<file path="src/rtl/jstk_spi_reader.sv">
// jstk_spi_reader
// Polls one PmodJSTK over SPI mode 0 at a fixed rate. It presents the most
// recent 10-bit X/Y deflection and the three button bits.
//
// Ports:
//   clk     in   system clock
//   clr_n   in   asynchronous active-low reset
//   led     in   [1:0] LED command bits, latched when a transaction starts
//   miso    in   SPI data from the joystick
//   ss      out  SPI slave select, active low
//   sclk    out  SPI clock, idles low
//   mosi    out  SPI data to the joystick
//   joy_x   out  [9:0] last X reading (512 = centre after reset)
//   joy_y   out  [9:0] last Y reading (512 = centre after reset)
//   btn     out  [2:0] last button bits
//   valid   out  one-cycle pulse on the cycle the outputs update
//   busy    out  high while a transaction is in progress
module jstk_spi_reader #(
  parameter int SCLK_HALF   = 100,
  parameter int SS_SETUP    = 1500,
  parameter int BYTE_GAP    = 1000,
  parameter int POLL_PERIOD = 1666667
) (
  input  logic       clk,
  input  logic       clr_n,
  input  logic [1:0] led,
  input  logic       miso,
  output logic       ss,
  output logic       sclk,
  output logic       mosi,
  output logic [9:0] joy_x,
  output logic [9:0] joy_y,
  output logic [2:0] btn,
  output logic       valid,
  output logic       busy
);

  // One shared phase timer covers the setup, half-bit and gap intervals.
  localparam int T_A   = (SS_SETUP > BYTE_GAP) ? SS_SETUP : BYTE_GAP;
  localparam int T_MAX = (T_A > SCLK_HALF) ? T_A : SCLK_HALF;
  localparam int CNT_W = $clog2(T_MAX + 1);
  localparam int PW    = $clog2(POLL_PERIOD + 1);

  typedef enum logic [2:0] {
    S_IDLE,
    S_SETUP,
    S_SHIFT,
    S_GAP,
    S_DONE
  } state_t;

  state_t           r_state;
  state_t           w_state_next;

  logic [PW-1:0]    r_poll;
  logic             r_pending;
  logic [CNT_W-1:0] r_cnt;
  logic [2:0]       r_bit;
  logic [2:0]       r_idx;
  logic [7:0]       r_tx;
  logic [7:0]       r_rx;
  logic             r_ss;
  logic             r_sclk;
  logic             r_mosi;

  // Received bytes 0..3. Bytes 1 and 3 only contribute their two low bits.
  logic [7:0]       r_x_lo;
  logic [1:0]       r_x_hi;
  logic [7:0]       r_y_lo;
  logic [1:0]       r_y_hi;

  logic [9:0]       r_joy_x;
  logic [9:0]       r_joy_y;
  logic [2:0]       r_btn;

  logic             w_poll_wrap;
  logic             w_start;
  logic             w_half_done;
  logic             w_rise;
  logic             w_bit_start;
  logic             w_bit_end;
  logic             w_byte_end;
  logic             w_timer_clr;

  assign w_poll_wrap = (r_poll == PW'(POLL_PERIOD - 1));
  assign w_start     = (r_state == S_IDLE) && r_pending;
  assign w_half_done = (r_cnt == CNT_W'(SCLK_HALF - 1));

  // ---------------------------------------------------------------- FSM
  always_ff @(posedge clk or negedge clr_n) begin
    if (!clr_n) begin
      r_state <= S_IDLE;
    end else begin
      r_state <= w_state_next;
    end
  end

  always_comb begin
    w_state_next = r_state;
    w_rise       = 1'b0;
    w_bit_start  = 1'b0;
    w_bit_end    = 1'b0;
    w_byte_end   = 1'b0;
    case (r_state)
      S_IDLE: begin
        if (r_pending) w_state_next = S_SETUP;
      end
      S_SETUP: begin
        if (r_cnt == CNT_W'(SS_SETUP - 1)) begin
          w_state_next = S_SHIFT;
          w_bit_start  = 1'b1;
        end
      end
      S_SHIFT: begin
        if (w_half_done) begin
          if (!r_sclk) begin
            w_rise = 1'b1;
          end else begin
            w_bit_end = 1'b1;
            if (r_bit == 3'd7) begin
              w_byte_end   = 1'b1;
              w_state_next = (r_idx < 3'd4) ? S_GAP : S_DONE;
            end else begin
              w_bit_start = 1'b1;
            end
          end
        end
      end
      S_GAP: begin
        if (r_cnt == CNT_W'(BYTE_GAP - 1)) begin
          w_state_next = S_SHIFT;
          w_bit_start  = 1'b1;
        end
      end
      S_DONE: begin
        w_state_next = S_IDLE;
      end
      default: begin
        w_state_next = S_IDLE;
      end
    endcase
    // The timer restarts on every phase change, including each sclk half.
    w_timer_clr = (w_state_next != r_state) ||
                  ((r_state == S_SHIFT) && w_half_done);
  end

  // --------------------------------------------------------- poll timer
  always_ff @(posedge clk or negedge clr_n) begin
    if (!clr_n) begin
      r_poll    <= '0;
      r_pending <= 1'b0;
    end else begin
      r_poll    <= w_poll_wrap ? '0 : r_poll + 1'b1;
      // A wrap on the same cycle as the clear keeps the request.
      r_pending <= w_poll_wrap | (r_pending & ~w_start);
    end
  end

  // ----------------------------------------------------------- datapath
  always_ff @(posedge clk or negedge clr_n) begin
    if (!clr_n) begin
      r_cnt   <= '0;
      r_bit   <= '0;
      r_idx   <= '0;
      r_tx    <= '0;
      r_rx    <= '0;
      r_ss    <= 1'b1;
      r_sclk  <= 1'b0;
      r_mosi  <= 1'b0;
      r_x_lo  <= '0;
      r_x_hi  <= '0;
      r_y_lo  <= '0;
      r_y_hi  <= '0;
      r_joy_x <= 10'd512;
      r_joy_y <= 10'd512;
      r_btn   <= '0;
    end else begin
      r_cnt <= (w_timer_clr || (r_state == S_IDLE)) ? '0 : r_cnt + 1'b1;

      if (w_start) begin
        r_ss  <= 1'b0;
        r_tx  <= {6'b100000, led};
        r_bit <= '0;
        r_idx <= '0;
      end else if (r_state == S_DONE) begin
        r_ss   <= 1'b1;
        r_mosi <= 1'b0;
      end

      // After eight shifts r_tx is all zeros, which gives the zero bytes 1..4.
      if (w_bit_start) begin
        r_mosi <= r_tx[7];
        r_tx   <= {r_tx[6:0], 1'b0};
      end

      if (w_rise) begin
        r_sclk <= 1'b1;
        r_rx   <= {r_rx[6:0], miso};
      end else if (w_bit_end) begin
        r_sclk <= 1'b0;
        r_bit  <= r_bit + 3'd1;
      end

      if (w_byte_end) begin
        r_idx <= r_idx + 3'd1;
        case (r_idx)
          3'd0:    r_x_lo <= r_rx;
          3'd1:    r_x_hi <= r_rx[1:0];
          3'd2:    r_y_lo <= r_rx;
          3'd3:    r_y_hi <= r_rx[1:0];
          default: begin
            // Last byte: publish on the same edge that enters DONE.
            r_joy_x <= {r_x_hi, r_x_lo};
            r_joy_y <= {r_y_hi, r_y_lo};
            r_btn   <= r_rx[2:0];
          end
        endcase
      end
    end
  end

  assign ss    = r_ss;
  assign sclk  = r_sclk;
  assign mosi  = r_mosi;
  assign joy_x = r_joy_x;
  assign joy_y = r_joy_y;
  assign btn   = r_btn;
  assign valid = (r_state == S_DONE);
  assign busy  = (r_state != S_IDLE);

endmodule

</file>
<file path="config.mk">
export PLATFORM = sky130hd
export DESIGN_NAME = jstk_spi_reader
export DESIGN_NICKNAME = d
export VERILOG_FILES = /design/src/rtl/jstk_spi_reader.sv
export SDC_FILE = /design/constraint.sdc
export NUM_CORES = 1
export LEC_CHECK = 0
export ABC_AREA = 1
export BUFFER_PORTS_ARGS = -buffer_cell sky130_fd_sc_hd__buf_2
export CAP_MARGIN = 20
export CORE_UTILIZATION = 45
export DETAILED_ROUTE_END_ITERATION = 12
export GPL_TIMING_DRIVEN = 0
export PLACE_DENSITY = 0.75
export SYNTH_ARGS = -nofsm -noshare
export SYNTH_HDL_FRONTEND = slang
export SYNTH_SLANG_ARGS = --single-unit
</file>
<file path="constraint.sdc">
create_clock -name clk -period 1.7 [get_ports clk]
set_input_delay 0.34 -clock clk [delete_from_list [all_inputs] [get_ports clk]]
set_output_delay 0.34 -clock clk [all_outputs]
set_load 0.02 [all_outputs]
</file>
==> results of run 1 <==
==> per-stage QoR <==
step / area (um2) / std cells
floorplan: 5050 / 600
global placement: 5390 / 772
detailed placement: 5420 / 773
CTS: 5890 / 807
global route: 6280 / 824
finish: 6280 / 824
==> sequential cells by signal, indices dropped and copies added, names as in the netlist <==
| signal | cells |
|---|---|
| r_poll | 21 |
| r_cnt | 11 |
| joy_x | 10 |
| joy_y | 10 |
| r_rx | 8 |
| r_tx | 8 |
| r_x_lo | 8 |
| r_y_lo | 8 |
| btn | 3 |
| r_bit | 3 |
| r_idx | 3 |
| r_state | 3 |
| r_x_hi | 2 |
| r_y_hi | 2 |
| mosi | 1 |
| r_pending | 1 |
| sclk | 1 |
| ss | 1 |
==> where the power goes <==
part / internal [mW] / switching (mW)
Combinational: 0.0121 / 0.0492
Sequential: 2.47 / 0
Clock: 0.735 / 0.869
Total: 3.22 / 0.918
==> worst max-delay path, stage by stage, from the launching register on <==
cell,delay [ns]
dfrtp_1,0.41
ha_4,0.18
buf_6,0.11
nand2_1,0.06
nor2_2,0.13
nand3_2,0.09
and2_4,0.16
nor2_4,0.09
nand3_2,0.09
nand2_4,0.10
buf_6,0.13
nor2_1,0.04
==> cell usage in the layout, fill, tap and decap left out, drive strengths merged, types with 3 or more instances in the layout <==
cell type | Yosys | routed
ha | 10 | 10
nand3 | 49 | 49
dfrtp | 101 | 101
nor2 | 64 | 64
o21ai | 38 | 38
nand2 | 179 | 180
nor3b | 4 | 4
nand4 | 17 | 17
dfstp | 3 | 3
clkbuf | 2 | 12
inv | 73 | 75
nor3 | 20 | 20
xor2 | 14 | 14
a21oi | 7 | 7
buf | 9 | 76
==> cells by family after synthesis <==
group	after synthesis	synth area share [%]
xor+xnor	14	2.43
flops	104	51.6
fa+ha+maj	10	2.48
buf+inv	86	7.38
compound gates	47	5.84
simple gates	339	30.3
==> layout make-up <==
cell class	count	area [um2]	share of cell area, %
sequential	104	2610	41.5
multi-input combinational	411	2380	37.8
clock inverter	5	65.1	1.04
tap	140	175	2.79
timing repair buffer	68	518	8.25
clock buffer	11	141	2.25
buffer	10	98.8	1.57
inverter	75	297	4.72
==> worst paths after layout <==
kind                       depth (start not counted)  slack (ns)        to      from
setup / recovery                                  11        0.01  r_cnt[6]  r_cnt[0]
hold reg to reg                                    2        0.46  joy_y[9]  joy_y[9]
min in group asynchronous                          2        0.49  joy_x[3]     clr_n
setup reg to reg                                  11        0.01  r_cnt[6]  r_cnt[0]
max in group asynchronous                          3        0.47        ss     clr_n
hold / removal                                     3        0.17   r_tx[0]    led[0]
==> what timing repair did <==
action                                  4_1_cts  5_1_grt
gates cloned                                  2        4
buffers inserted                             17       13
pin swaps                                    14       33
endpoints found under the setup margin       88       90
hold buffers                                  1        0
gates resized for setup                      34       96
endpoints found under the hold margin        37        0
==> per-layer routing <==
| metal | global-route usage (%) | vias to the layer above |
|---|---|---|
| met5 | 0 | - |
| met4 | 7.73 | 0 |
| met3 | 2.89 | 19 |
| met2 | 31.8 | 99 |
| met1 | 25.3 | 2006 |
| li1 | - | 2073 |
==> flow_metrics.tcl, run 1 <==
set metrics [dict create \
    wl_met1_um 4990 \
    worstPathMaxFanout 5 \
    grt_antenna_before_repair 0 \
    highest_layer "met4" \
    fin_skew_ns 0.00917 \
    grt_max_degree 66 \
    fin_tns_setup_ns 0 \
    nNetsFinal 694 \
    placement.io_buffers 32 \
    synth_flop_cell "dfrtp_1" \
    clk_path_buf_depth 2 \
    clkTransAtPathRegs_ns 0.10 \
    fin_crit_ns 1.69 \
    synthTopCellsByArea "dfrtp_1, nand2_1, inv_1" \
    dieArea_um2 11700 \
    syn_area_per_cell_um2 8.42 \
    overflow 0 \
    p_leak_nw 3.16 \
    routedWlPerCell_um 13.4 \
    wl_met2_um 5510 \
    cts_tree "done" \
    final_core_util_pct 57.7 \
    slew_violations 0 \
    yosysSeqAreaShare_pct 51.6 \
    netlist.area_leader.share_pct 50.0 \
    synth_top_area_cell "dfrtp_1" \
    core-area_um2 10900 \
    cts_made_buffers 9 \
    firstDrtPassIters 4 \
    vias 4197 \
    worst_pin_slew_ns 0.527 \
    finalPower_mw 4.14 \
    wl_met3_um 359 \
    setup_slack_ns 0.0144 \
    drive_above_1_share_pct 31.7 \
    ant_nets 0 \
    p_per_area_nw_per_um2 659 \
    synthArstFlopShare_pct 100 \
    post-place-ws_ns -0.173 \
    hp-class "in2reg" \
    yosysUniqueCellTypes 36 \
    gp_congestion 0.890 \
    cap_violations 0 \
    max_slew_margin_pct 64.9 \
    cp_data_required_time_ns 1.97 \
    synth-edff-count 0 \
    start_kind "register" \
    die_h_um 108 \
    h-tree-depth 3 \
    vias_per_cell 5.09 \
    grt_usage_pct 19.2 \
    max_freq_ghz 0.593 \
    drcViolationCount 0 \
    holdWs_ns 0.171 \
    worstSetupPathType "reg2reg" \
    yosys_warnings 0 \
    clkLatencyLatePin_ns 0.37 \
    arrival_ns 1.96 \
    synth_nets 615 \
    fin_crit_sh_pct 99.2 \
    grt_pass1_vias 3875 \
    initial_utilization_pct 46.4 \
    rsz0062_at_grt "yes" \
    die_w_um 108 \
    setup_viol 0 \
    drt_iter0_markers 234 \
    synthMostInstantiatedCell "nand2_1" \
    ios 33 \
    max-vdd-ir-drop_mv 0.458 \
    synth_seq_cells 104 \
    area_delta_synth_final_pct 24.3 \
    hpwl_um 7140 \
    syn_area_um2 5050 \
    synthesis.instances 600 \
    clockRootBuffer "clkbuf_8" \
    cp-end-kind "register" \
    fillerInstances 891 \
    yosys-top-cells-count "nand2_1, dfrtp_1, inv_1" \
    grt_pass1_wl_um 17700 \
    diodes 0 \
    status "completed" \
    finalWirelength_um 11100 \
    hold_viol 0 \
    num_rows 38 \
    cts_num_sinks 104 \
]
Power figures use the tool's default switching activity.
==> run 2: changes to the inputs <==
ABC_AREA = 0   (was 1)
CORE_ASPECT_RATIO = 1.5   (was unset)
==> flow_metrics.tcl, run 2 <==
set metrics [dict create \
    status "complete, but fails checks" \
    violations "negative setup slack" \
    p_leak_nw 3.01 \
    die_h_um 129 \
    syn_area_um2 4880 \
    synth_nets 410 \
    fin_skew_ns 0.00474 \
    setup_slack_ns -0.404 \
    synthTopCellsByArea "dfrtp_1, mux2_2, mux2_1" \
    hp-class "in2reg" \
    synth_flop_cell "dfrtp_1" \
    ios 33 \
    mostFrequentLayoutCells "dfrtp_1, buf_4, mux2_4" \
    ant_nets 0 \
    holdWs_ns 0.237 \
    max_freq_ghz 0.475 \
    arrival_ns 2.34 \
    clkLatencyLatePin_ns 0.34 \
    final_area_um2 6650 \
    hold_viol 0 \
    grt_antenna_before_repair 0 \
    regToRegSetupSlack_ns -0.40 \
    drt_iter0_markers 153 \
    yosys_warnings 0 \
    h-tree-depth 3 \
    overflow 0 \
    nNetsFinal 509 \
    cp_data_required_time_ns 1.93 \
    p_per_area_nw_per_um2 690 \
    grt_pass1_vias 3657 \
    r2r_start "r_cnt[1]" \
    setup_viol 96 \
    worstPathMaxFanout 4 \
    synthesis.instances 395 \
    cts_tree "done" \
    gp_congestion 0.877 \
    final_common_cell "dfrtp_1" \
    synth-edff-count 0 \
    start_kind "register" \
    clkTransAtPathRegs_ns 0.07 \
    finalPower_mw 4.59 \
    clockRootBuffer "clkbuf_16" \
    vias 3568 \
    area_delta_synth_final_pct 36.4 \
    grt_pass1_wl_um 18400 \
    placement.io_buffers 32 \
    netlist.area_leader.share_pct 51.8 \
    grt_max_degree 77 \
    fin_crit_ns 2.10 \
    synthArstFlopShare_pct 100 \
    synth_top_area_cell "dfrtp_1" \
    yosysUniqueCellTypes 58 \
    core-area_um2 10500 \
    syn_area_per_cell_um2 12.3 \
    hpwl_um 6470 \
    min_path_cells 2 \
    drcViolationCount 0 \
    num_rows 46 \
    top_regs "r_poll (21), r_cnt (11)" \
    fin_tns_setup_ns -23.27 \
    routedWlPerCell_um 18.5 \
    synth_seq_cells 104 \
    cts_num_sinks 104 \
    cts_made_buffers 9 \
    drive_above_1_share_pct 52.0 \
    cp-end-kind "register" \
    top_register "r_poll" \
    finalWirelength_um 11900 \
    hold_start "led[0]" \
    worstSetupPathType "reg2reg" \
    die_w_um 87.0 \
    worst_pin_slew_ns 0.484 \
    dieArea_um2 11300 \
    grt_usage_pct 21.6 \
    largest_reg_flops 21 \
    worstReg2RegEnd "r_y_hi[1]" \
    initial_utilization_pct 46.3 \
    yosys-top-cells-count "dfrtp_1, mux2_2, nand2_1" \
    synthMostInstantiatedCell "dfrtp_1" \
    fillerInstances 714 \
    clk_path_buf_depth 2 \
    yosysSeqAreaShare_pct 53.5 \
    max_slew_margin_pct 67.5 \
    diodes 0 \
    slew_violations 0 \
    firstDrtPassIters 4 \
    cap_violations 0 \
    max-vdd-ir-drop_mv 0.396 \
    final_core_util_pct 63.1 \
    place_area_um2 5370 \
    r2r_cells 7 \
    rsz0062_at_grt "yes" \
    fin_crit_sh_pct 124 \
    min_to "r_tx[0]" \
    vias_per_cell 5.56 \
]
-- run 2: kinds of logic after synthesis --
family	synth area share [%]
AOI/OAI and AO/OA	5.13
xor gates and xnor gates	4.67
adders and majority gates	2.57
buffers and inverters	2.75
DFF	53.5
muxes	14.7
and+or+nand+nor	16.8
-- run 2: metal layers --
layer / share of wire (%) / vias up / GRT usage [%] / wire length [um]
met4: 5.2 / 0 / 12.9 / 622
met1: 37 / 1793 / 23.0 / 4410
met5: 0 / - / 0 / 0
met3: 3.4 / 46 / 4.90 / 405
met2: 54 / 94 / 38.6 / 6440
li1: - / 1635 / - / -
-- run 2: area by class of cell --
cell class                      count  area [um2]  share of cell area (%)
Buffer                             11         144                    2.16
Clock buffer                        9         225                    3.39
Clock inverter                      6        67.6                    1.02
Inverter                           15        56.3                   0.847
Multi-Input combinational cell    262        2620                    39.3
Sequential cell                   104        2620                    39.4
Tap cell                          144         180                    2.71
Timing Repair Buffer               91         742                    11.2
-- run 2: worst max-delay path by stage --
stage	from	endpoint	cells after the start
after global routing	r_cnt[1]	r_y_hi[0]	7
final	r_cnt[1]	r_y_hi[1]	7
after detailed placement	r_cnt[7]	joy_y[6]	5
after CTS	r_state[0]	joy_y[4]	7
after floorplan	r_cnt[4]	btn[2]	5
after global placement	clr_n	sclk	1
-- run 2: through the flow --
| step | std cells | setup WS (ns) |
|---|---|---|
| floorplan | 395 | -0.201 |
| global placement | 571 | -0.923 |
| detailed placement | 572 | -0.511 |
| CTS | 629 | -0.427 |
| global route | 642 | -0.455 |
| finish | 642 | -0.404 |
-- run 2: power by group --
part           internal [mW]  total [mW]  switching, mW  leakage [nW]
registers               2.47        2.47              0          1.41
clock network           1.14        2.05          0.910         0.144
logic                 0.0121      0.0616         0.0494          1.46
-- run 2: what timing repair did --
action                                 in CTS  in global routing
setup buffers                              38                 18
hold buffers                                1                  0
pin swaps                                  28                 21
endpoints found under the hold margin      28                  0
gates resized for setup                    96                 48
setup endpoints to repair                  99                101
gates cloned                                5                  0
-- run 2: critical path, stage by stage (launching register included) --
cell and delay [ns]:
dfrtp_1 0.40, ha_4 0.17, buf_6 0.11, or3b_4 0.42, buf_6 0.14, nor4_4 0.29
nand2_1 0.17, mux2_2 0.29
==> run 3: changes to the inputs <==
PLACE_DENSITY = 0.72   (was 0.75)
clock period = 2.55 ns   (was 1.7 ns; I/O delays follow)
==> flow_metrics.tcl, run 3 (synthesis gave the netlist of run 2 again) <==
set metrics [dict create \
    status "completed" \
    fin_skew_ns 0.00747 \
    worstReg2RegEnd "joy_x[2]" \
    max-vdd-ir-drop_mv 0.359 \
    hold_viol 0 \
    clkLatencyLatePin_ns 0.35 \
    final_core_util_pct 53.0 \
    cp_data_required_time_ns 2.78 \
    fin_crit_ns 2.41 \
    vias_per_cell 5.38 \
    cts_hold_buf 0 \
    worstPathMaxFanout 10 \
    grt_pass1_wl_um 15400 \
    gp_congestion 0.848 \
    drive_above_1_share_pct 24.9 \
    cap_violations 0 \
    fin_crit_sh_pct 94.4 \
    clkTransAtPathRegs_ns 0.07 \
    dieArea_um2 11300 \
    die_h_um 129 \
    ant_nets 0 \
    regToRegSetupSlack_ns 0.14 \
    die_w_um 87.0 \
    ios 33 \
    holdWs_ns 0.0960 \
    clk_path_buf_depth 2 \
    r2r_start "r_cnt[0]" \
    worstSetupPathType "reg2reg" \
    final_common_cell "dfrtp_1" \
    fin_tns_setup_ns 0 \
    final_cells 589 \
    placement.io_buffers 32 \
    hpwl_um 6510 \
    finalPower_mw 3.18 \
    max_freq_ghz 0.415 \
    start_kind "register" \
    initial_utilization_pct 46.3 \
    num_rows 46 \
    slew_violations 0 \
    area_delta_synth_final_pct 14.5 \
    rsz0062_at_grt "no" \
    setup_viol 0 \
    drcViolationCount 0 \
    nNetsFinal 455 \
    top_regs "r_poll (21), r_cnt (11)" \
    worst_pin_slew_ns 0.656 \
    grt_pass1_vias 3194 \
    p_leak_nw 2.65 \
    firstDrtPassIters 5 \
    cp-end-kind "register" \
    largest_reg_flops 21 \
    finalWirelength_um 9040 \
    hp-class "in2async" \
    top_register "r_poll" \
    cts_num_sinks 104 \
    mostFrequentLayoutCells "dfrtp_1, buf_2, mux2_2" \
    core-area_um2 10500 \
    cts_made_buffers 9 \
    routedWlPerCell_um 15.3 \
    diodes 0 \
    cts_tree "done" \
    p_per_area_nw_per_um2 570 \
    h-tree-depth 3 \
    drt_iter0_markers 156 \
    max_slew_margin_pct 56.3 \
    arrival_ns 2.64 \
    grt_antenna_before_repair 0 \
    overflow 0 \
    r2r_cells 6 \
    clockRootBuffer "clkbuf_16" \
    dpl.cell_count 572 \
    vias 3169 \
    grt_usage_pct 17.8 \
    grt_max_degree 75 \
    post_cts_resized 0 \
]
==> run 3: changes by cell type in the layout (fill, tap and decap cells not counted), moves of 6 or more <==
cell / before / now
buf_4: 41 / 3
mux2_4: 35 / 2
mux2_1: 0 / 20
buf_6: 18 / 2
mux2_2: 18 / 31
nor2_1: 11 / 23
a311oi_1: 0 / 11
a311oi_2: 11 / 0
dfrtp_1: 91 / 101
dfrtp_2: 10 / 0
nor2_2: 10 / 1
buf_2: 30 / 36
clkbuf_1: 0 / 6
==> run 3: worst max-delay path, stage by stage (launching register included) <==
cell,delay (ns)
dfrtp_1,0.38
ha_1,0.30
nor4bb_1,0.38
nand4_1,0.24
nor4_4,0.44
buf_6,0.22
mux2_1,0.33
==> run 3: timing repair <==
action | CTS | global route
hold endpoints to repair | 0 | 0
setup endpoints to repair | 0 | 20
setup buffers | 0 | 1
==> run 3: area by class of cell <==
class	count	area (um2)
buffer	14	77.6
multi-input combinational	262	2140
timing repair buffer	34	198
inverter	15	56.3
fill	897	4950
clock inverter	6	90.1
sequential	104	2610
clock buffer	10	239
tap	144	180
==> run 3: power by group <==
part	internal (mW)	switching, mW
Combinational	0.00709	0.0324
Clock	0.890	0.603
Sequential	1.65	0
==> run 3: worst max path at each step <==
stage	start	end	slack, ns
5_1_grt	r_cnt[0]	joy_x[3]	0.02
6_report	r_cnt[0]	joy_x[2]	0.14
2_1_floorplan	sclk	btn[2]	0.44
4_1_cts	r_cnt[0]	joy_x[3]	0.05
3_3_place_gp	clr_n	r_tx[5]	-0.09
3_5_place_dp	r_cnt[0]	joy_x[3]	0.05
==> run 3: per-stage QoR <==
stage	area, um2	setup slack, ns
after floorplan	4880	0.440
after global placement	5220	-0.0942
after detailed placement	5250	0.0466
after CTS	5580	0.0466
after global routing	5580	0.0191
final	5580	0.142
==> run 3: metal layers <==
layer  up-vias  GRT usage [%]  part of all wire (%)
li1       1520              -                     -
met1      1581           20.9                    43
met2        52           31.2                    52
met3        16           3.38                   2.7
met4         0           8.43                   2.4
met5         -              0                     0
